`src/rtl/uart_tx_cfg.sv`:
```
// uart_tx_cfg: UART transmitter with a transmit FIFO and a configurable
// frame format (data width, optional odd/even parity, one or two stop bits).
// Frames are drained from the FIFO back-to-back with no idle gap.
module uart_tx_cfg #(
  parameter int CLKS_PER_BIT = 896,
  parameter int DATA_BITS    = 8,
  parameter int PARITY       = 0,
  parameter int STOP_BITS    = 1,
  parameter int DEPTH        = 8
) (
  input  logic                           clk,
  input  logic                           rst,
  input  logic [DATA_BITS-1:0]           in_data,
  input  logic                           in_valid,
  output logic                           in_ready,
  output logic                           tx,
  output logic                           busy,
  output logic                           tx_done,
  output logic [$clog2(DEPTH+1)-1:0]     fifo_count
);

  localparam int AW = $clog2(DEPTH);
  localparam int CW = $clog2(DEPTH + 1);
  localparam int BW = (CLKS_PER_BIT > 1) ? $clog2(CLKS_PER_BIT) : 1;

  localparam logic [BW-1:0] BAUD_LAST = BW'(CLKS_PER_BIT - 1);
  localparam logic [BW-1:0] BAUD_ONE  = BW'(1);
  localparam logic [3:0]    DATA_LAST = 4'(DATA_BITS - 1);
  localparam logic [3:0]    STOP_LAST = 4'(STOP_BITS - 1);
  localparam logic [CW-1:0] CNT_FULL  = CW'(DEPTH);
  localparam logic [CW-1:0] CNT_ONE   = CW'(1);
  localparam logic [AW-1:0] PTR_ONE   = AW'(1);

  localparam logic [2:0] S_IDLE   = 3'd0;
  localparam logic [2:0] S_START  = 3'd1;
  localparam logic [2:0] S_DATA   = 3'd2;
  localparam logic [2:0] S_PARITY = 3'd3;
  localparam logic [2:0] S_STOP   = 3'd4;

  // Parity bit sent on the line: odd mode makes total ones odd, even mode even.
  function automatic logic parity_bit(input logic [DATA_BITS-1:0] data);
    if (PARITY == 1) begin
      return ~^data;
    end else begin
      return ^data;
    end
  endfunction

  logic [DATA_BITS-1:0] r_mem [DEPTH];
  logic [AW-1:0]        r_wr_ptr;
  logic [AW-1:0]        r_rd_ptr;
  logic [CW-1:0]        r_count;
  logic [2:0]           r_state;
  logic [BW-1:0]        r_baud;
  logic [3:0]           r_bit;
  logic [DATA_BITS-1:0] r_shift;
  logic                 r_par;
  logic                 r_tx;
  logic                 r_busy;
  logic                 r_done;

  logic                 w_push;
  logic                 w_pop;
  logic                 w_baud_end;
  logic [DATA_BITS-1:0] w_head;
  logic [2:0]           w_state_nx;
  logic [BW-1:0]        w_baud_nx;
  logic [3:0]           w_bit_nx;
  logic [DATA_BITS-1:0] w_shift_nx;
  logic                 w_par_nx;
  logic                 w_tx_nx;
  logic                 w_done_nx;

  assign in_ready   = ~rst && (r_count < CNT_FULL);
  assign w_push     = in_valid && in_ready;
  assign w_head     = r_mem[r_rd_ptr];
  assign w_baud_end = (r_baud == BAUD_LAST);

  assign tx         = r_tx;
  assign busy       = r_busy;
  assign tx_done    = r_done;
  assign fifo_count = r_count;

  // Next-state logic for the frame sequencer, including FIFO pop decisions.
  always_comb begin
    w_state_nx = r_state;
    w_baud_nx  = w_baud_end ? '0 : (r_baud + BAUD_ONE);
    w_bit_nx   = r_bit;
    w_shift_nx = r_shift;
    w_par_nx   = r_par;
    w_pop      = 1'b0;
    case (r_state)
      S_IDLE: begin
        w_baud_nx = '0;
        if (r_count != '0) begin
          w_pop      = 1'b1;
          w_state_nx = S_START;
          w_bit_nx   = 4'd0;
          w_shift_nx = w_head;
          w_par_nx   = parity_bit(w_head);
        end else begin
          w_state_nx = S_IDLE;
        end
      end
      S_START: begin
        if (w_baud_end) begin
          w_state_nx = S_DATA;
          w_bit_nx   = 4'd0;
        end else begin
          w_state_nx = S_START;
        end
      end
      S_DATA: begin
        if (w_baud_end) begin
          w_shift_nx = r_shift >> 1;
          if (r_bit == DATA_LAST) begin
            w_bit_nx   = 4'd0;
            w_state_nx = (PARITY != 0) ? S_PARITY : S_STOP;
          end else begin
            w_bit_nx = r_bit + 4'd1;
          end
        end else begin
          w_state_nx = S_DATA;
        end
      end
      S_PARITY: begin
        if (w_baud_end) begin
          w_state_nx = S_STOP;
          w_bit_nx   = 4'd0;
        end else begin
          w_state_nx = S_PARITY;
        end
      end
      S_STOP: begin
        if (w_baud_end) begin
          if (r_bit == STOP_LAST) begin
            w_bit_nx = 4'd0;
            if (r_count != '0) begin
              // Chain straight into the next frame: no idle cycle.
              w_pop      = 1'b1;
              w_state_nx = S_START;
              w_shift_nx = w_head;
              w_par_nx   = parity_bit(w_head);
            end else begin
              w_state_nx = S_IDLE;
            end
          end else begin
            w_bit_nx = r_bit + 4'd1;
          end
        end else begin
          w_state_nx = S_STOP;
        end
      end
      default: begin
        w_state_nx = S_IDLE;
        w_baud_nx  = '0;
        w_bit_nx   = 4'd0;
      end
    endcase
  end

  // Line level and done pulse for the cycle that follows the next edge.
  always_comb begin
    case (w_state_nx)
      S_IDLE:   w_tx_nx = 1'b1;
      S_START:  w_tx_nx = 1'b0;
      S_DATA:   w_tx_nx = w_shift_nx[0];
      S_PARITY: w_tx_nx = w_par_nx;
      S_STOP:   w_tx_nx = 1'b1;
      default:  w_tx_nx = 1'b1;
    endcase
    w_done_nx = (w_state_nx == S_STOP) && (w_baud_nx == BAUD_LAST) &&
                (w_bit_nx == STOP_LAST);
  end

  // FIFO storage write; contents are don't-care once count is cleared.
  always_ff @(posedge clk) begin
    if (w_push) begin
      r_mem[r_wr_ptr] <= in_data;
    end
  end

  // FIFO pointers and occupancy.
  always_ff @(posedge clk) begin
    if (rst) begin
      r_wr_ptr <= '0;
      r_rd_ptr <= '0;
      r_count  <= '0;
    end else begin
      if (w_push) begin
        r_wr_ptr <= r_wr_ptr + PTR_ONE;
      end
      if (w_pop) begin
        r_rd_ptr <= r_rd_ptr + PTR_ONE;
      end
      case ({w_push, w_pop})
        2'b10:   r_count <= r_count + CNT_ONE;
        2'b01:   r_count <= r_count - CNT_ONE;
        default: r_count <= r_count;
      endcase
    end
  end

  // Sequencer state and registered serial outputs.
  always_ff @(posedge clk) begin
    if (rst) begin
      r_state <= S_IDLE;
      r_baud  <= '0;
      r_bit   <= 4'd0;
      r_shift <= '0;
      r_par   <= 1'b0;
      r_tx    <= 1'b1;
      r_busy  <= 1'b0;
      r_done  <= 1'b0;
    end else begin
      r_state <= w_state_nx;
      r_baud  <= w_baud_nx;
      r_bit   <= w_bit_nx;
      r_shift <= w_shift_nx;
      r_par   <= w_par_nx;
      r_tx    <= w_tx_nx;
      r_busy  <= (w_state_nx != S_IDLE);
      r_done  <= w_done_nx;
    end
  end

endmodule

```
`config.mk`:
```
export PLATFORM = sky130hd
export DESIGN_NAME = uart_tx_cfg
export DESIGN_NICKNAME = d
export VERILOG_FILES = /design/src/rtl/uart_tx_cfg.sv
export SDC_FILE = /design/constraint.sdc
export NUM_CORES = 1
export LEC_CHECK = 0
export BUFFER_PORTS_ARGS = -buffer_cell sky130_fd_sc_hd__buf_2
export CAP_MARGIN = 25
export CORE_MARGIN = 3
export CORE_UTILIZATION = 50
export DETAILED_ROUTE_END_ITERATION = 10
export PLACE_DENSITY = 0.72
export SETUP_SLACK_MARGIN = 0.02
export SLEW_MARGIN = 10
export SYNTH_ARGS = -nofsm -noshare
export SYNTH_HDL_FRONTEND = slang
export SYNTH_SLANG_ARGS = --single-unit
```
`constraint.sdc`:
```
create_clock -name clk -period 7.7 [get_ports clk]
set_input_delay 0.77 -clock clk [delete_from_list [all_inputs] [get_ports clk]]
set_output_delay 0.77 -clock clk [all_outputs]
set_load 0.01 [all_outputs]
```
Word-level counts from Yosys, hierarchy flattened
Memories as Yosys holds them, arrays and structs flattened. A register that Yosys moved wholly into a read port is not among the register bits. Cells that the tools add are included.

$add $sub $neg: 6. $lt $le $gt $ge: 1. Equal/unequal tests: 16. Mux-type cells: 36. Bitwise gates (word level): 1. Reduce and logical (&&, ||, !) cells: 15.

Operators with widths (number): two-way mux 8 bit (4); two-way mux 4 bit (6); case mux 8 bit (3 select lines) (1); two-way mux 3 bit (7); == test 10 bit, second input constant (2); two-way mux 10 bit (2); case mux 4 bit (4 select lines) (1); case mux 3 bit (5 select lines) (1); == test 3 x 2 -> 1 bit, second input constant (4); adder 10 x 1 -> 10 bit, second input constant (1); two-way mux 1 bit (9); adder 4 x 1 -> 4 bit, second input constant (2); logical NOT 4 bit (2); case mux 4 bit (2 select lines) (1); parity 8 bit (1); adder 3 x 1 -> 3 bit, second input constant (2); == test 3 x 1 -> 1 bit, second input constant (2); == test 3 bit, second input constant (2); != test 2 bit, second input constant (3); nonzero test 3 bit (2); == test 4 x 3 -> 1 bit, second input constant (1); logical AND 1 bit (4); < comparator 4 bit, second input constant (1); case mux 1 bit (2 select lines) (2); other kinds (12) (12).

Register bits: 39. Bits in writable memories: 64. Memories kept: 1.

Memory list: r_mem (depth 8, bits a word 8, read ports 1, clocked after Yosys merged registers in 1, wr ports 1, line 49) `logic [DATA_BITS-1:0] r_mem [DEPTH];`.

Depth between registers and ports, before layout
Depth in word-level cells: 8. Depth in mapped cells: 12. Gate-level depth less buffers: 12.

Worst setup path before layout
Ideal clock, no wire load.

Path type: reg-to-reg. Start: register r_bit[0]. End: register r_count[3], in the netlist fifo_count[3]. Library setup time: 0.070 ns. Arrival: 2.783 ns. Slack: 4.846 ns. Stages on the path, launching flop included: 12. Buffers on the path: 0. Clock period less this slack: 2.854 ns. Cells stage by stage: dfxtp_1 inv_1 ha_1 nor3b_1 nand4_1 a211oi_2 ha_1 nor4bb_1 a21oi_1 o22a_1 or3_1 a21oi_1.

Word-level cells in the longest chain between the ends: 6.

RTL lines: start: declaration (line 55) `logic [3:0] r_bit;`; start signal: assignment (line 218) `r_bit <= w_bit_nx;`; logical NOT 4 bit * (line 136) `if (r_bit == STOP_LAST) begin`; two-way mux 1 bit * (line 136); two-way mux 1 bit * (line 135) `if (w_baud_end) begin`; case mux 1 bit (2 select lines) * (line 92) `case (r_state)`; net w_pop (line 63) `logic w_pop;`; == test 2 x 1 -> 1 bit or == test 2 bit (tied branches) (line 196) `case ({w_push, w_pop})`; case mux 4 bit (2 select lines) or nonzero test 2 bit (tied branches); end signal: assignment (line 197) `2'b10: r_count <= r_count + CNT_ONE;`; end signal: assignment (line 198) `2'b01: r_count <= r_count - CNT_ONE;`; end signal: assignment (line 199) `default: r_count <= r_count;`; end: declaration (line 52) `logic [CW-1:0] r_count;`.

Mark *: on every way through the listed nets, which the timed path passes. The rest lies on a longest branch. A chain may end at the register's enable or synchronous reset.

Worst setup path in the final report
Ends and elaborated chain as after synthesis.

==> metrics <==
outcome=finished clean; Final Hold Vio Count=0; Mapped Area=4800 µm²; first-pass GRT wire length=14,600 µm; clock skew=14.3 ps; Critical Setup Path Class=reg2reg; Post-synth top flop=edfxtp_1; Hold Buf Count CTS=0; Area Overhead vs Synth=7.94%; Leakage=1.75 nW; Port-buffer cells=18; crit path time final=3330 ps; global route total overflow=0; Arr. time, crit path=3630 ps; Pre-Repair DR Iteration Count=5; Max-cap violations=0; Final #Nets=417; H-tree levels=3; top cells by area, synth=edfxtp_1, dfxtp_1, mux4_1; row count=35; maximum VDD drop=137 µV; vias in the first global route=2,905; dpl hpwl=6050 µm; Routed Antenna Nets=0; HP Class=reg2reg; Slew headroom=0.366; clk sinks=106; DR iter-0 viols=151; pin count of the biggest net entering global routing=33; worst endpoint required time=8000 ps; GRT Overall Usage=0.171; Synth area leader=edfxtp_1; CTS resizes=0; CTS tree=built; synth unique cells=57; Seq/Total Area, Yosys=0.575; Core ar.=9280 µm²; synthesized flop and latch total=106; Chip Height=104 µm; Commonest cells post-synth=edfxtp_1, dfxtp_1, nor2_1; power density over the cells=284 nW/µm²; root buf cell=clkbuf_8; Syn. warnings=0; Total Wirelength=8960 µm; worst skew pair latency=380 ps; DR vias=3,068; maximum clock insertion buffer count=2; Antenna Cells=0; io pins=19; initial core utilization=0.517; part of the cycle the worst path needs=0.433; Vias/cell=5.77; fin area=5180 µm²; setup TNS=0 ps; Synth async-reset ratio=0; routed len/inst=16.8 µm; most common cell in the netlist=edfxtp_1; CTS Buf Count=9; initial antenna violation count=0; fmax=0.300 GHz; Chip Width=104 µm; Worst-path clk slew=100 ps; layout cells sized above 1=0.122; crit path launch type=register; GP Congestion=0.866; top cell type's share of synthesized area=0.400; Mapped Avg Cell Area=12.5 µm²; CP max FO=10; Post-Route Utilization=0.558; # setup viols final=0; syn nets=404; Post-CTS Setup Repair Bufs=0; Post-DP Area=4980 µm²; worst-margin pin slew=947 ps; Synth Instances=385; overall die area=10,800 µm²; unrepaired setup endpoints after global routing=false; Remaining DRCs=0; EDFF count, synth=64; Max Slew Vio Count=0; crit path capture type=register
[through the flow]
step	total power, mW	hold WS [ps]	std cells	setup WS, ps
after floorplan	1.05	432	385	4850
after global placement	1.12	455	516	4590
after detailed placement	1.14	455	516	4420
after CTS	1.48	472	532	4400
after global routing	1.56	490	532	4060
final	1.47	469	532	4370
[per-layer routing]
| layer | global-route usage | wire length, µm |
|---|---|---|
| met1 | 0.214 | 3960 |
| met2 | 0.295 | 4620 |
| met3 | 0.0447 | 262 |
| met4 | 0.0456 | 119 |
| met5 | 0 | 0 |
[logic make-up (layout without fill, tap and decap cells)]
kind of cell,Yosys count,in the layout,synth area share
AOI/OAI and AO/OA,75,75,0.101
xor gates and xnor gates,20,20,0.0393
adders and majority gates,8,8,0.0208
buffers and inverters,24,42,0.0240
DFF,106,106,0.575
muxes,26,26,0.110
and+or+nand+nor,126,126,0.130
[layout by cell type, fill, tap and decap left out, types with 7 or more instances in the layout]
cell type,n
nand2_1,25
a22oi_1,9
mux2i_1,8
dfxtp_1,42
a21oi_1,27
buf_2,18
nor3_1,7
clkbuf_8,9
ha_1,8
o21ai_0,16
xor2_1,12
nor2_1,42
mux4_1,14
xnor2_1,7
edfxtp_1,64
[critical path, cell delays in order, from the launching register on]
cell and delay (ps):
dfxtp_1 350, inv_1 90, ha_1 160, nor3b_1 320, nand4_1 220, a211oi_2 680, ha_1 390, nor4bb_1 320
a21oi_1 70, o22a_1 200, or3_1 300, a21oi_1 160
[state kept, by name (all words and copies together) (netlist names), named ones only]
name	flops
r_wr_ptr	3
r_par	1
busy	1
r_mem	64
r_rd_ptr	3
r_state	3
tx_done	1
r_baud	10
r_bit	4
r_shift	8
fifo_count	4
tx	1
[where the power goes]
part           total, mW  switching, mW  internal, mW  leakage (nW)
registers          0.708         0.0591         0.649         0.920
logic              0.417          0.211         0.206         0.728
clock network      0.345          0.212         0.133         0.105
total               1.47          0.482         0.988          1.75
[area by class of cell]
| class | count | area [µm²] |
|---|---|---|
| Tap cell | 129 | 161 |
| Sequential cell | 106 | 2760 |
| Inverter | 6 | 22.5 |
| Fill cell | 769 | 4100 |
| Multi-Input combinational cell | 255 | 1930 |
| Clock buffer | 9 | 124 |
| Clock inverter | 7 | 78.8 |
| Timing Repair Buffer | 20 | 105 |
[worst paths after layout]
check | start | endpoint | slack [ps] | cells after the start
max | r_bit[0]$_SDFF_PP0_ | fifo_count[3]$_SDFFE_PP0P_ | 4370 | 11
max reg2reg | r_bit[0]$_SDFF_PP0_ | fifo_count[3]$_SDFFE_PP0P_ | 4370 | 11
min reg2reg | r_shift[7]$_SDFFE_PP0P_ | r_shift[6]$_SDFFE_PP0P_ | 470 | 2
min | r_shift[7]$_SDFFE_PP0P_ | r_shift[6]$_SDFFE_PP0P_ | 470 | 2
(Power assumes the default switching activity.)
